`src/rtl/riscv_pkg.sv`:
```
// Shared definitions for the RISC-V pipeline front end: widths, the canonical NOP
// and the fetch state encoding.
package riscv_pkg;

   localparam int XLEN = 64;
   localparam int INST_W = 32;
   localparam logic [INST_W-1:0] INST_NOP = 32'h0000_0013;

   typedef enum logic [1:0] {
      IDLE,
      WAIT,
      KILL
   } fetch_state_t;

endpackage

```
`src/rtl/fetch_fifo.sv`:
```
// Small synchronous FIFO of {PC, instruction} pairs sitting between fetch and decode.
// The head entry is read straight out of registered storage; flush wins over push.
module fetch_fifo
   import riscv_pkg::*;
#(
   parameter int DEPTH = 2,
   parameter int AW = XLEN
) (
   input  logic              clk,
   input  logic              reset,
   input  logic              push_i,
   input  logic              pop_i,
   input  logic              flush_i,
   input  logic [AW-1:0]     pushPc_i,
   input  logic [INST_W-1:0] pushInstr_i,
   output logic [$clog2(DEPTH):0] count_o,
   output logic              empty_o,
   output logic [AW-1:0]     headPc_o,
   output logic [INST_W-1:0] headInstr_o
);

   localparam int PW = $clog2(DEPTH);
   localparam int CW = PW + 1;

   logic [AW-1:0]     pcMem_q    [DEPTH];
   logic [INST_W-1:0] instrMem_q [DEPTH];
   logic [PW-1:0]     rdPtr_q, wrPtr_q;
   logic [CW-1:0]     count_q;

   // Storage is cleared on reset so the decode-facing outputs read as zero.
   always_ff @(posedge clk or posedge reset) begin
      if (reset) begin
         for (int i = 0; i < DEPTH; i++) begin
            pcMem_q[i]    <= '0;
            instrMem_q[i] <= '0;
         end
         rdPtr_q <= '0;
         wrPtr_q <= '0;
         count_q <= '0;
      end else if (flush_i) begin
         rdPtr_q <= '0;
         wrPtr_q <= '0;
         count_q <= '0;
      end else begin
         if (push_i) begin
            pcMem_q[wrPtr_q]    <= pushPc_i;
            instrMem_q[wrPtr_q] <= pushInstr_i;
            wrPtr_q             <= wrPtr_q + PW'(1);
         end
         if (pop_i) begin
            rdPtr_q <= rdPtr_q + PW'(1);
         end
         case ({push_i, pop_i})
            2'b10:   count_q <= count_q + CW'(1);
            2'b01:   count_q <= count_q - CW'(1);
            default: count_q <= count_q;
         endcase
      end
   end

   assign count_o     = count_q;
   assign empty_o     = (count_q == '0);
   assign headPc_o    = pcMem_q[rdPtr_q];
   assign headInstr_o = instrMem_q[rdPtr_q];

endmodule

```
`src/rtl/fetch_unit.sv`:
```
// Instruction-fetch front end: owns the fetch PC, keeps one request outstanding to
// instruction memory, buffers responses and hands them to decode over IF/ID.
module fetch_unit
   import riscv_pkg::*;
#(
   parameter int XLEN = riscv_pkg::XLEN,
   parameter logic [XLEN-1:0] RESET_PC = '0,
   parameter int DEPTH = 2
) (
   input  logic              clk,
   input  logic              reset,
   output logic              imem_req,
   output logic [XLEN-1:0]   imem_addr,
   input  logic              imem_ack,
   input  logic [INST_W-1:0] imem_rdata,
   input  logic              redirect,
   input  logic [XLEN-1:0]   redirect_pc,
   input  logic              id_ready,
   output logic              IFID_valid,
   output logic [INST_W-1:0] IFID_instruction,
   output logic [XLEN-1:0]   IFID_PC_Out
);

   localparam int CW = $clog2(DEPTH) + 1;

   fetch_state_t    state_q, state_d;
   logic [XLEN-1:0] fetchPc_q, fetchPc_d;
   logic [XLEN-1:0] reqAddr_q, reqAddr_d;

   logic [CW-1:0] count;
   logic          empty;
   logic          push, pop, issue;
   logic          space, spaceAfterPush;

   // Room is judged against the buffer plus any in-flight word; a pop in the same
   // cycle is deliberately not credited.
   assign space          = (int'(count) + int'(state_q == WAIT)) < DEPTH;
   assign spaceAfterPush = (int'(count) + 1) < DEPTH;

   always_comb begin
      state_d   = state_q;
      fetchPc_d = fetchPc_q;
      reqAddr_d = reqAddr_q;
      issue     = 1'b0;
      push      = 1'b0;
      if (redirect) begin
         fetchPc_d = {redirect_pc[XLEN-1:2], 2'b00};
         case (state_q)
            WAIT:    state_d = imem_ack ? IDLE : KILL;
            // The stale request completing alongside a redirect frees us to restart.
            KILL:    state_d = imem_ack ? IDLE : KILL;
            default: state_d = state_q;
         endcase
      end else begin
         case (state_q)
            IDLE: begin
               if (space) begin
                  issue     = 1'b1;
                  reqAddr_d = fetchPc_q;
                  fetchPc_d = fetchPc_q + XLEN'(4);
                  state_d   = WAIT;
               end
            end
            WAIT: begin
               if (imem_ack) begin
                  push = 1'b1;
                  if (spaceAfterPush) begin
                     issue     = 1'b1;
                     reqAddr_d = fetchPc_q;
                     fetchPc_d = fetchPc_q + XLEN'(4);
                  end else begin
                     state_d = IDLE;
                  end
               end
            end
            KILL: begin
               if (imem_ack) state_d = IDLE;
            end
            default: state_d = IDLE;
         endcase
      end
   end

   always_ff @(posedge clk or posedge reset) begin
      if (reset) begin
         state_q   <= IDLE;
         fetchPc_q <= RESET_PC;
         reqAddr_q <= RESET_PC;
      end else begin
         state_q   <= state_d;
         fetchPc_q <= fetchPc_d;
         reqAddr_q <= reqAddr_d;
      end
   end

   // Reset must silence the request even though IDLE with an empty buffer would issue.
   assign imem_req  = issue & ~reset;
   assign imem_addr = fetchPc_q;
   assign pop       = ~empty & id_ready & ~redirect;

   fetch_fifo #(
      .DEPTH(DEPTH),
      .AW   (XLEN)
   ) u_fifo (
      .clk        (clk),
      .reset      (reset),
      .push_i     (push),
      .pop_i      (pop),
      .flush_i    (redirect),
      .pushPc_i   (reqAddr_q),
      .pushInstr_i(imem_rdata),
      .count_o    (count),
      .empty_o    (empty),
      .headPc_o   (IFID_PC_Out),
      .headInstr_o(IFID_instruction)
   );

   assign IFID_valid = ~empty;

endmodule

```
`config.mk`:
```
export PLATFORM = sky130hd
export DESIGN_NAME = fetch_unit
export DESIGN_NICKNAME = d
export VERILOG_FILES = /design/src/rtl/riscv_pkg.sv /design/src/rtl/fetch_fifo.sv /design/src/rtl/fetch_unit.sv
export SDC_FILE = /design/constraint.sdc
export NUM_CORES = 1
export LEC_CHECK = 0
export BUFFER_PORTS_ARGS = -buffer_cell sky130_fd_sc_hd__clkbuf_2
export CAP_MARGIN = 20
export CORE_UTILIZATION = 40
export CTS_CLUSTER_SIZE = 25
export DETAILED_ROUTE_END_ITERATION = 16
export REMOVE_ABC_BUFFERS = 1
export SLEW_MARGIN = 0
export SYNTH_ARGS = -nofsm -noshare
export SYNTH_HDL_FRONTEND = slang
export SYNTH_HIERARCHICAL = 1
export SYNTH_SLANG_ARGS = --single-unit
```
`constraint.sdc`:
```
create_clock -name clk -period 6.4 [get_ports clk]
set_clock_uncertainty 0.15 [all_clocks]
set_input_delay 0.32 -clock clk [delete_from_list [all_inputs] [get_ports clk]]
set_output_delay 0.32 -clock clk [all_outputs]
set_load 0.005 [all_outputs]
```
# Word-level counts from Yosys, hierarchy flattened
# Index checks and enable logic that the tools add are counted.
[op_classes]
div_mod_pow = 0
n_eq_ne = 13
mux = 43
addsub = 7
n_lt_le_gt_ge = 5
reduce_logical = 13
bitwise = 8
n_shift = 0
mul = 0
[ops]
columns = ["cell", "count"]
rows = [
  ["$mux W64", 11],
  ["$pmux W64 S2", 2],
  ["$bwmux W128", 1],
  ["$mux W32", 4],
  ["$add A64 B3 Y64 const B", 1],
  ["$bwmux W64", 1],
  ["$demux W64 S1", 1],
  ["$demux W32 S1", 1],
  ["$mux W2", 8],
  ["$ne A3 B3 Y1 const B", 5],
  ["$mux W1", 11],
  ["$reduce_and A5 Y1", 2],
  ["$ne A2 B2 Y1 const B", 4],
  ["$lt A3 B2 Y1 const B", 2],
  ["$pmux W2 S3", 1],
  ["$reduce_bool A2 Y1", 3],
  ["$reduce_bool A3 Y1", 2],
  ["$eq A2 B1 Y1 const B", 2],
  ["$eq A2 B2 Y1 const B", 2],
  ["$ge A2 B2 Y1 const B", 2],
  ["$logic_not A2 Y1", 2],
  ["$not A1 Y2", 2],
  ["$pmux W2 S2", 1],
  ["$reduce_and A4 Y1", 1],
  ["12 further kinds", 17],
]
[word_totals]
register_bits = 326
ram_bits = 0
word_cells = 99
latchBits = 0
mem_count = 0
in_bits = 101
mem_bits_ro = 0
out_inout_bits = 162

# Longest topological paths before layout
# Gate-level depths: netlist (run 1).
[logic_depth]
depth_word = 7
ltp_mapped = 9
ltp_nobuf = 7

# Modules after synthesis
# Netlist (run 1), hierarchy kept.
[by_module_without_submodules]
columns = ["mod", "n_inst", "cells_each", "area_each_um2", "seq_area_each_um2"]
rows = [
  ["fetch_fifo", 1, 533, 8469.4, 4904.7],
  ["fetch_unit", 1, 598, 6286.0, 3153.0],
]

# Worst setup path before layout (run 1)
# No wires, ideal clock.
[synth_path]
path_kind = "input to register"
startpoint = "input port redirect"
endpoint = "register u_fifo/instrMem_q[50] (netlist bit)"
setup_ns = 0.127
t_required_ns = 6.123
cell_stages = 9
path_slack_ns = 3.891
arrival_ns = 2.231
path_buffers = 5
cell_sequence = "inv_1 > clkbuf_1 > clkbuf_1 > and3_1 > buf_2 > nor3b_4 > buf_4 > buf_6 > mux2_1"
[synth_between]
elab_chain_len = 2
word_cells_on_any_way = 3
classes_between = "1 x mux; 1 x bitwise; 1 x reduce/logical"
[synth_rtl]
columns = ["element", "line_no", "source"]
rows = [
  ["start: declaration", "fetch_unit.sv:16", "input logic redirect,"],
  ["$mux W1", "fetch_unit.sv:46", "if (redirect) begin"],
  ["net push", "fetch_unit.sv:32", "logic push, pop, issue;"],
  ["$reduce_and A2 Y1 (no line)", "n/a", ""],
  ["end signal: indexed assignment", "fetch_fifo.sv:47", "instrMem_q[wrPtr_q] <= pushInstr_i;"],
  ["end: declaration", "fetch_fifo.sv:26", "logic [INST_W-1:0] instrMem_q [DEPTH];"],
]
# The timed path passes the listed nets, and every way through them passes these cells.
# A chain may end at the register's enable or synchronous reset.

# Worst setup path in the final report (run 1)
[layout_path]
startpoint = "register u_fifo.rdPtr_q"
endpoint = "output port IFID_PC_Out[44]"
[layout_between]
elab_chain_len = 4
[layout_rtl]
columns = ["element", "line_no", "source"]
rows = [
  ["start: declaration", "fetch_fifo.sv:27", "logic [PW-1:0] rdPtr_q, wrPtr_q;"],
  ["start signal: assignment", "fetch_fifo.sv:51", "rdPtr_q <= rdPtr_q + PW'(1);"],
  ["$not A1 Y2 (not written as such)", "fetch_fifo.sv:63", "assign headPc_o = pcMem_q[rdPtr_q];"],
  ["$mux W64 (not written as such) (3 in series)", "fetch_fifo.sv:63", ""],
  ["end: declaration", "fetch_unit.sv:21", "output logic [XLEN-1:0] IFID_PC_Out"],
]
# Every way passes these cells. The select of a mux whose other input is x is not followed.

==> metrics.md, run 1 <==
| Metric | Value |
|---|---|
| Status | completed |
| Final Setup Violations | 0 |
| Power share of the combinational group | 0.259 |
| Share of cells above drive strength 1 | 0.438 |
| Top Ports | 263 |
| EDFF count, synth | 0 |
| Final GP Congestion | 0.789 |
| Top_reg_cell synth | dfrtp_1 |
| Mapped Avg Cell Area | 13.0 um^2 |
| CTS tree | done |
| Worst setup SP type | register |
| Clock share of power | 0.307 |
| Routed WL per cell | 18.9 um |
| LEAKAGE | 8.67 nW |
| Total Power | 0.00714 W |
| Sequential share of power | 0.434 |
| Total routed wirelength | 37200 um |
| Root Driver | clkbuf_16 |
| Core outline area | 0.0359 mm^2 |
| Internal power | 0.00514 W |
| Power per Cell Area | 382 mW/mm^2 |
| F_max | 304 MHz |
| Row count | 69 |
| Ys async rst share | 1.00 |
| Min Clock Period, post-route | 3290 ps |
| Worst-path fanout max | 50 |
| Vias post-DR | 10400 |
| Die Wd | 194 um |
| Area growth syn-to-layout | 26.6% |
| RSZ-0062 raised after global routing | no |
| Post-Syn Area | 0.0148 mm^2 |
| Worst slew pin tran | 994 ps |
| Seq/Total Area, Yosys | 0.546 |
| HP Class | input port to register |
| Worst skew pair latency | 540 ps |
| I/O Buffers | 258 |
| H-tree Lvls | 2 |
| Clock slew at reported path FFs | 60 ps |
| ANT nets after route | 0 |
| Ant. Diodes | 0 |
| DR DRC count | 0 |
| Max Root-Sink Buffers | 3 |
| First-pass GRT wire length | 60200 um |
| Crit path buffers/inverters | 2 |
| Area of the multi-input gates | 0.00633 mm^2 |
| Post-DP HPWL | 23500 um |
| Crit path capture type | output pin |
| TNS Setup | 0 ps |
| Clock Sinks | 322 |
| Crit path kind | register to output pin |
| Worst rel slew slack | 0.337 |
| Cells after synthesis | 1131 |
| Total congestion overflow | 0 |
| Switching Share | 0.281 |
| VDD IR max | 0.233 mV |
| CTS Buf Count | 38 |
| Worst Path Arrival | 2820 ps |
| Top cell family by delay on the critical path | flip-flops |
| Filler cells | 3111 |
| Yosys synthesis warning count | 6 |
| Post-CTS setup buffers | 0 |
| Post-synthesis sequential element count | 322 |
| DR iter-0 viols | 491 |
| Vias in the first global route | 10700 |
| Sw Pwr | 0.00200 W |
| Initial antenna violation count | 0 |
| Crit-path slowest cell | dfrtp_4 |
| Req. time, crit path | 5930 ps |
| Die area | 0.0377 mm^2 |
| Initial Util | 0.411 |
| Sequential Area | 0.00806 mm^2 |
| Final Max Tran Viols | 0 |
| Hold Violations, Final | 0 |
| Post-Layout Cell Count | 1963 |
| Hold Slack | 22.1 ps |
| DRT Pass-1 Iters | 4 |
| Final period utilization | 0.514 |
| CP peak stage delay | 930 ps |
| CP cell instances | buf_4 > mux2_2 > clkbuf_2 |
| Placed cell count | 1800 |
| Chip Height | 194 um |
| Fin nets | 1581 |
| Library cells used by synthesis | 55 |
| Pin count of the biggest net entering global routing | 130 |
| GRT Util Overall | 0.202 |
| Max-cap violations | 0 |
| Via density | 5.28 |
==> worst paths after layout <==
| kind | start | slack (ps) | cells past startpoint | end |
|---|---|---|---|---|
| worst max-delay path | u_fifo/rdPtr_q | 3110 | 3 | IFID_PC_Out[44] |
| worst min-delay path | imem_ack | 20 | 3 | state_q[1] |
| worst max register to register | state_q[1] | 3120 | 7 | imem_addr[55] |
| worst min register to register | u_fifo/pcMem_q[86] | 330 | 1 | u_fifo/pcMem_q[86] |
| max in group asynchronous | reset | 4050 | 4 | u_fifo/pcMem_q[100] |
| min in group asynchronous | reset | 340 | 3 | reqAddr_q[26] |
==> Yosys cell counts (2+ instances only) <==
cell,instances,area share
dfrtp_1,322,0.55
mux2_2,313,0.24
nand2_1,54,0.014
nor2_1,45,0.011
mux2_1,40,0.031
o21ai_0,34,0.012
a31oi_1,29,0.012
clkbuf_1,29,0.0074
nand3_1,25,0.0085
buf_2,23,0.0078
nand4_1,22,0.0093
o31ai_1,21,0.011
or4_1,21,0.011
inv_1,17,0.0043
xor2_1,17,0.010
and3_1,15,0.0064
xnor2_1,12,0.0071
buf_4,8,0.0041
nor3_1,7,0.0024
a21oi_1,6,0.0020
and4_1,6,0.0036
and2_1,5,0.0021
nor4_1,5,0.0021
or3_1,5,0.0021
buf_6,4,0.0031
ha_1,4,0.0034
nand2b_1,4,0.0017
o31a_1,4,0.0024
nor3b_1,3,0.0015
nand3b_2,2,0.0015
nand4b_1,2,0.0012
nor4_2,2,0.0017
o211ai_1,2,0.0010
o41ai_1,2,0.0012
==> cell type report <==
class | instances | area share
Multi-Input combinational cell | 733 | 0.339
Timing Repair Buffer | 364 | 0.126
Inverter | 17 | 0.00409
Sequential cell | 322 | 0.432
Clock buffer | 56 | 0.0617
Clock inverter | 10 | 0.00690
Tap cell | 461 | 0.0309
==> power groups by stage <==
stage	combinational (W)	clock, W	sequential (W)
2_1_floorplan	0.00121	0	0.00299
3_3_place_gp	0.00180	0	0.00310
3_5_place_dp	0.00183	0	0.00314
4_1_cts	0.00189	0.00225	0.00310
5_1_grt	0.00204	0.00233	0.00320
6_report	0.00185	0.00219	0.00310
==> flip-flops by register name, indices dropped and copies added, names as in the netlist <==
name               flops
imem_addr             62
reqAddr_q             62
state_q                2
u_fifo/count_o         2
u_fifo/instrMem_q     64
u_fifo/pcMem_q       128
u_fifo/rdPtr_q         1
u_fifo/wrPtr_q         1
==> cells in the final DEF (no fill, tap or decap), types with 6 or more instances in the layout <==
cell | netlist | routed
a21oi_1 | 6 | 6
a31oi_1 | 29 | 29
and3_1 | 15 | 15
and4_1 | 6 | 6
buf_4 | 8 | 8
clkbuf_1 | 29 | 8
clkbuf_16 | 0 | 41
clkbuf_2 | 0 | 259
clkbuf_8 | 0 | 7
clkinv_2 | 0 | 6
conb_1 | 1 | 6
dfrtp_1 | 322 | 321
dlygate4sd3_1 | 0 | 95
inv_1 | 17 | 14
mux2_1 | 40 | 40
mux2_2 | 313 | 313
nand2_1 | 54 | 54
nand3_1 | 25 | 25
nand4_1 | 22 | 22
nor2_1 | 45 | 45
nor3_1 | 7 | 7
o21ai_0 | 34 | 34
o31ai_1 | 21 | 21
or4_1 | 21 | 21
xnor2_1 | 12 | 12
xor2_1 | 17 | 17
==> stage by stage <==
step / util / instance area (um^2) / setup slack (ps)
CTS: 0.519 / 18600 / 3030
detailed placement: 0.457 / 16400 / 2650
global placement: 0.457 / 16400 / 2690
floorplan: - / 14400 / 589
finish: 0.520 / 18700 / 3110
global route: 0.520 / 18700 / 2880
==> cells by family after synthesis <==
group / synth area share
and+or+nand+nor: 0.0881
other: 0.000254
xor gates and xnor gates: 0.0172
adders and majority gates: 0.00339
AOI/OAI and AO/OA: 0.0482
buffers and inverters: 0.0266
muxes: 0.270
DFF: 0.546
==> worst reg2reg max path, stage by stage (launching register included) <==
cell,delay [ps]
dfrtp_1,390
inv_1,90
ha_1,280
nand3b_2,180
a211oi_2,730
nand3b_2,520
or4_1,640
a31oi_1,190
==> layer usage <==
layer | GRT usage | wire length, um | vias to the layer above
li1 | - | - | 4818
met1 | 0.272 | 16900 | 5264
met2 | 0.330 | 17800 | 219
met3 | 0.0330 | 1440 | 64
met4 | 0.0700 | 1060 | 0
met5 | 0 | 0 | -
==> repair_timing <==
item	4_1_cts	5_1_grt
hold buffers	95	0
gates resized for setup	0	0
hold endpoints to repair	211	0
No activity file was read; power rests on OpenSTA's default activity.
==> inputs of run 2 (changes only) <==
--- a/config.mk
+++ b/config.mk
@@ -5,6 +5,7 @@
 export SDC_FILE = /design/constraint.sdc
 export NUM_CORES = 1
 export LEC_CHECK = 0
+export ABC_AREA = 1
 export BUFFER_PORTS_ARGS = -buffer_cell sky130_fd_sc_hd__clkbuf_2
 export CAP_MARGIN = 20
 export CORE_UTILIZATION = 40
==> constraint.sdc (replaced) <==
create_clock -name clk -period 2.8 [get_ports clk]
set_clock_uncertainty 0.15 [all_clocks]
set_input_delay 0.14 -clock clk [delete_from_list [all_inputs] [get_ports clk]]
set_output_delay 0.14 -clock clk [all_outputs]
set_load 0.005 [all_outputs]
==> metrics.md, run 2 <==
| Metric | Value |
|---|---|
| Die Wd | 204 um (+5.0%) |
| GRT Util Overall | 0.236 (+0.0344) |
| Total routed wirelength | 48200 um (+30%) |
| Largest Register | u_fifo/pcMem_q |
| Largest register FFs | 128 (unchanged) |
| Worst Path Arrival | 2860 ps (+40 ps) |
| Worst skew pair latency | 550 ps (about the same) |
| Compound-Gate Fraction of Synth Area | 0.116 (+0.0676) |
| Area share of xor/xnor cells in the synthesized design | 0.00323 (-0.0140) |
| Req. time, crit path | 3110 ps (-2820 ps) |
| Worst rel slew slack | 0.497 (+0.159) |
| Core outline area | 0.0399 mm^2 (+11%) |
| Fin nets | 2432 (+54%) |
| Via density | 4.89 (-7.4%) |
| Area share of the largest cell type after synthesis | 0.495 (-0.0509) |
| Synth area leaders | dfrtp_1 50%, nand2_1 14%, mux2_2 5.4% |
| DR DRC count | 0 (unchanged) |
| Post-DP HPWL | 34400 um (+46%) |
| Cells after synthesis | 1991 (+76%) |
| Top_reg_cell synth | dfrtp_1 |
| Top-count cell post-synth | nand2_1 |
| Row count | 73 (+5.8%) |
| DP Area | 0.0181 mm^2 (+10%) |
| Filler cells | 3869 (+24%) |
| Ant. Diodes | 0 (unchanged) |
| Total Power | 0.0194 W (+170%) |
| Post-synthesis mux area share | 0.0706 (-0.199) |
| Mapped Avg Cell Area | 8.17 um^2 (-37%) |
| RSZ-0062 raised after global routing | no |
| Worst-path fanout max | 36 (-28%) |
| Post-Syn Area | 0.0163 mm^2 (+10%) |
| F_max | 393 MHz |
| Routed wl met3 | 2260 um (+58%) |
| Final period utilization | 0.910 |
| Max-cap violations | 0 (unchanged) |
| Post-synthesis sequential element count | 322 (unchanged) |
| First-pass GRT wire length | 76100 um (+26%) |
| Power per Cell Area | 959 mW/mm^2 (+150%) |
| Clock Sinks | 322 (unchanged) |
| TNS Setup | 0 ps (unchanged) |
| Most common cell after layout, fill and taps aside | nand2_1 |
| Vias in the first global route | 13700 (+28%) |
| Worst slew pin tran | 755 ps (-239 ps) |
| Post-CTS setup buffers | 0 (unchanged) |
| DRT Pass-1 Iters | 5 (+1) |
| HP Class | input port to register |
| Final Util | 0.508 (-0.0123) |
| Library cells used by synthesis | 35 (-36%) |
| # resized after CTS | 0 (unchanged) |
| Min Clock Period, post-route | 2550 ps |
| LEAKAGE | 10.2 nW (+17%) |
| Largest regs | u_fifo/pcMem_q: 128 flops, u_fifo/instrMem_q: 64 flops |
| Final GP Congestion | 0.896 (+14%) |
| Crit path capture type | register |
| Pin count of the biggest net entering global routing | 127 (-2.3%) |
| M1 WL | 22500 um (+33%) |
| Chip Height | 204 um (+5.0%) |
| I/O Buffers | 258 (unchanged) |
| Simple-gate share of the synthesized area | 0.225 (+0.137) |
| DR iter-0 viols | 948 (+93%) |
| Area growth syn-to-layout | 24.6% |
| Max Root-Sink Buffers | 3 (unchanged) |
| Ys async rst share | 1.00 (unchanged) |
| Final Max Tran Viols | 0 (unchanged) |
| Top cell type by total area after synthesis | dfrtp_1 |
| Hold Violations, Final | 0 (unchanged) |
| Total congestion overflow | 0 (unchanged) |
| Placed cell count | 2714 (+51%) |
| Vias post-DR | 14100 (+36%) |
| H-tree Lvls | 2 (unchanged) |
| Synth Area in Adders | 0.00308 (-0.000316) |
| Most frequent cells in the layout | 593 x nand2_1, 321 x dfrtp_1, 258 x clkbuf_2, 211 x inv_1, 206 x nor2_1 |
| VDD IR max | 0.624 mV (+170%) |
| Status | completed |
| Routed WL per cell | 16.8 um (-11%) |
| ANT nets after route | 0 (unchanged) |
| Initial antenna violation count | 0 (unchanged) |
| Seq/Total Area, Yosys | 0.495 (-0.0509) |
| Max Used Layer | met4 |
| Crit path kind | register to register |
| Largest family of logic cells by synthesized area | simple AND/OR/NAND/NOR gates |
| Top Ports | 263 (unchanged) |
| Worst setup SP type | register |
| EDFF count, synth | 0 (unchanged) |
| CTS Hold Bufs | 98 (+3.2%) |
| Share of cells above drive strength 1 | 0.216 (-0.222) |
| Root Driver | clkbuf_16 |
| Final Setup Violations | 0 (unchanged) |
| Finished Cell Area | 0.0203 mm^2 (+8.5%) |
| CTS tree | done |
| Initial Util | 0.408 (-0.00321) |
| Die area | 0.0415 mm^2 (+10%) |
| Clock slew at reported path FFs | 60 ps (about the same) |
| Met2 wire length | 22000 um (+24%) |
| Synth cell count leaders | 593 x nand2_1, 322 x dfrtp_1, 213 x inv_1 |
| Yosys synthesis warning count | 6 (unchanged) |
| Post-Layout Cell Count | 2878 (+47%) |
| CTS Buf Count | 38 (unchanged) |
-- run 2: cell types whose count changed after synthesis, moves of 50 or more --
cell | previous run | this run
mux2_2 | 313 | 78
o21ai_1 | 0 | 171
o21ai_2 | 0 | 50
nand2_1 | 54 | 593
inv_1 | 17 | 213
nand3_1 | 25 | 84
nor2_1 | 45 | 206
-- run 2: power by group --
group	internal [W]	total, W	leakage [nW]	switching [W]
combinational	0.00295	0.00698	5.42	0.00403
clock	0.00291	0.00486	0.597	0.00195
sequential	0.00624	0.00760	4.15	0.00135
-- run 2: area by class of cell --
cell class	instances	area [um^2]	share of cell area
clock buffer	58	1110	0.0546
multi-input combinational	1360	6840	0.337
timing repair buffer	387	2660	0.131
sequential	322	8060	0.398
clock inverter	8	116	0.00574
tap	525	657	0.0324
inverter	218	831	0.0410
-- run 2: worst paths after layout --
path                       slack, ps               endpoint  depth (start not counted)         start
max                              250           imem_addr[4]                         11    state_q[1]
min                              110          reqAddr_q[31]                          4      redirect
max reg2reg                      250           imem_addr[4]                         11    state_q[1]
min reg2reg                      320           reqAddr_q[7]                          2  reqAddr_q[7]
max in group asynchronous       1540  u_fifo/instrMem_q[42]                          4         reset
min in group asynchronous        180  u_fifo/instrMem_q[54]                          3         reset
-- run 2: cells by family (layout without fill, tap and decap cells) --
| group | Yosys count | count (layout) |
|---|---|---|
| muxes | 96 | 96 |
| xor gates and xnor gates | 6 | 6 |
| other | 1 | 4 |
| and+or+nand+nor | 920 | 920 |
| adders and majority gates | 4 | 4 |
| buffers and inverters | 312 | 671 |
| DFF | 322 | 322 |
| AOI/OAI and AO/OA | 330 | 330 |
-- run 2: metrics by stage --
step	hold WS [ps]	setup WS [ps]
2_1_floorplan	117	-2830
3_3_place_gp	228	382
3_5_place_dp	225	308
4_1_cts	62.8	240
5_1_grt	118	60.1
6_report	105	253
-- run 2: worst max-delay path: stages (launching register included) --
cell	delay, ps
dfrtp_1	370
inv_1	100
ha_1	270
nor2_1	100
nor2_2	180
a21oi_4	130
nand2_2	230
nor2_4	60
inv_4	150
buf_4	430
nor2_1	80
nor3_1	180
-- run 2: per-layer routing --
| metal | GRT usage | up-vias |
|---|---|---|
| met5 | 0 | - |
| met4 | 0.0859 | 0 |
| met3 | 0.0390 | 81 |
| met2 | 0.376 | 318 |
| met1 | 0.323 | 6656 |
| li1 | - | 7011 |
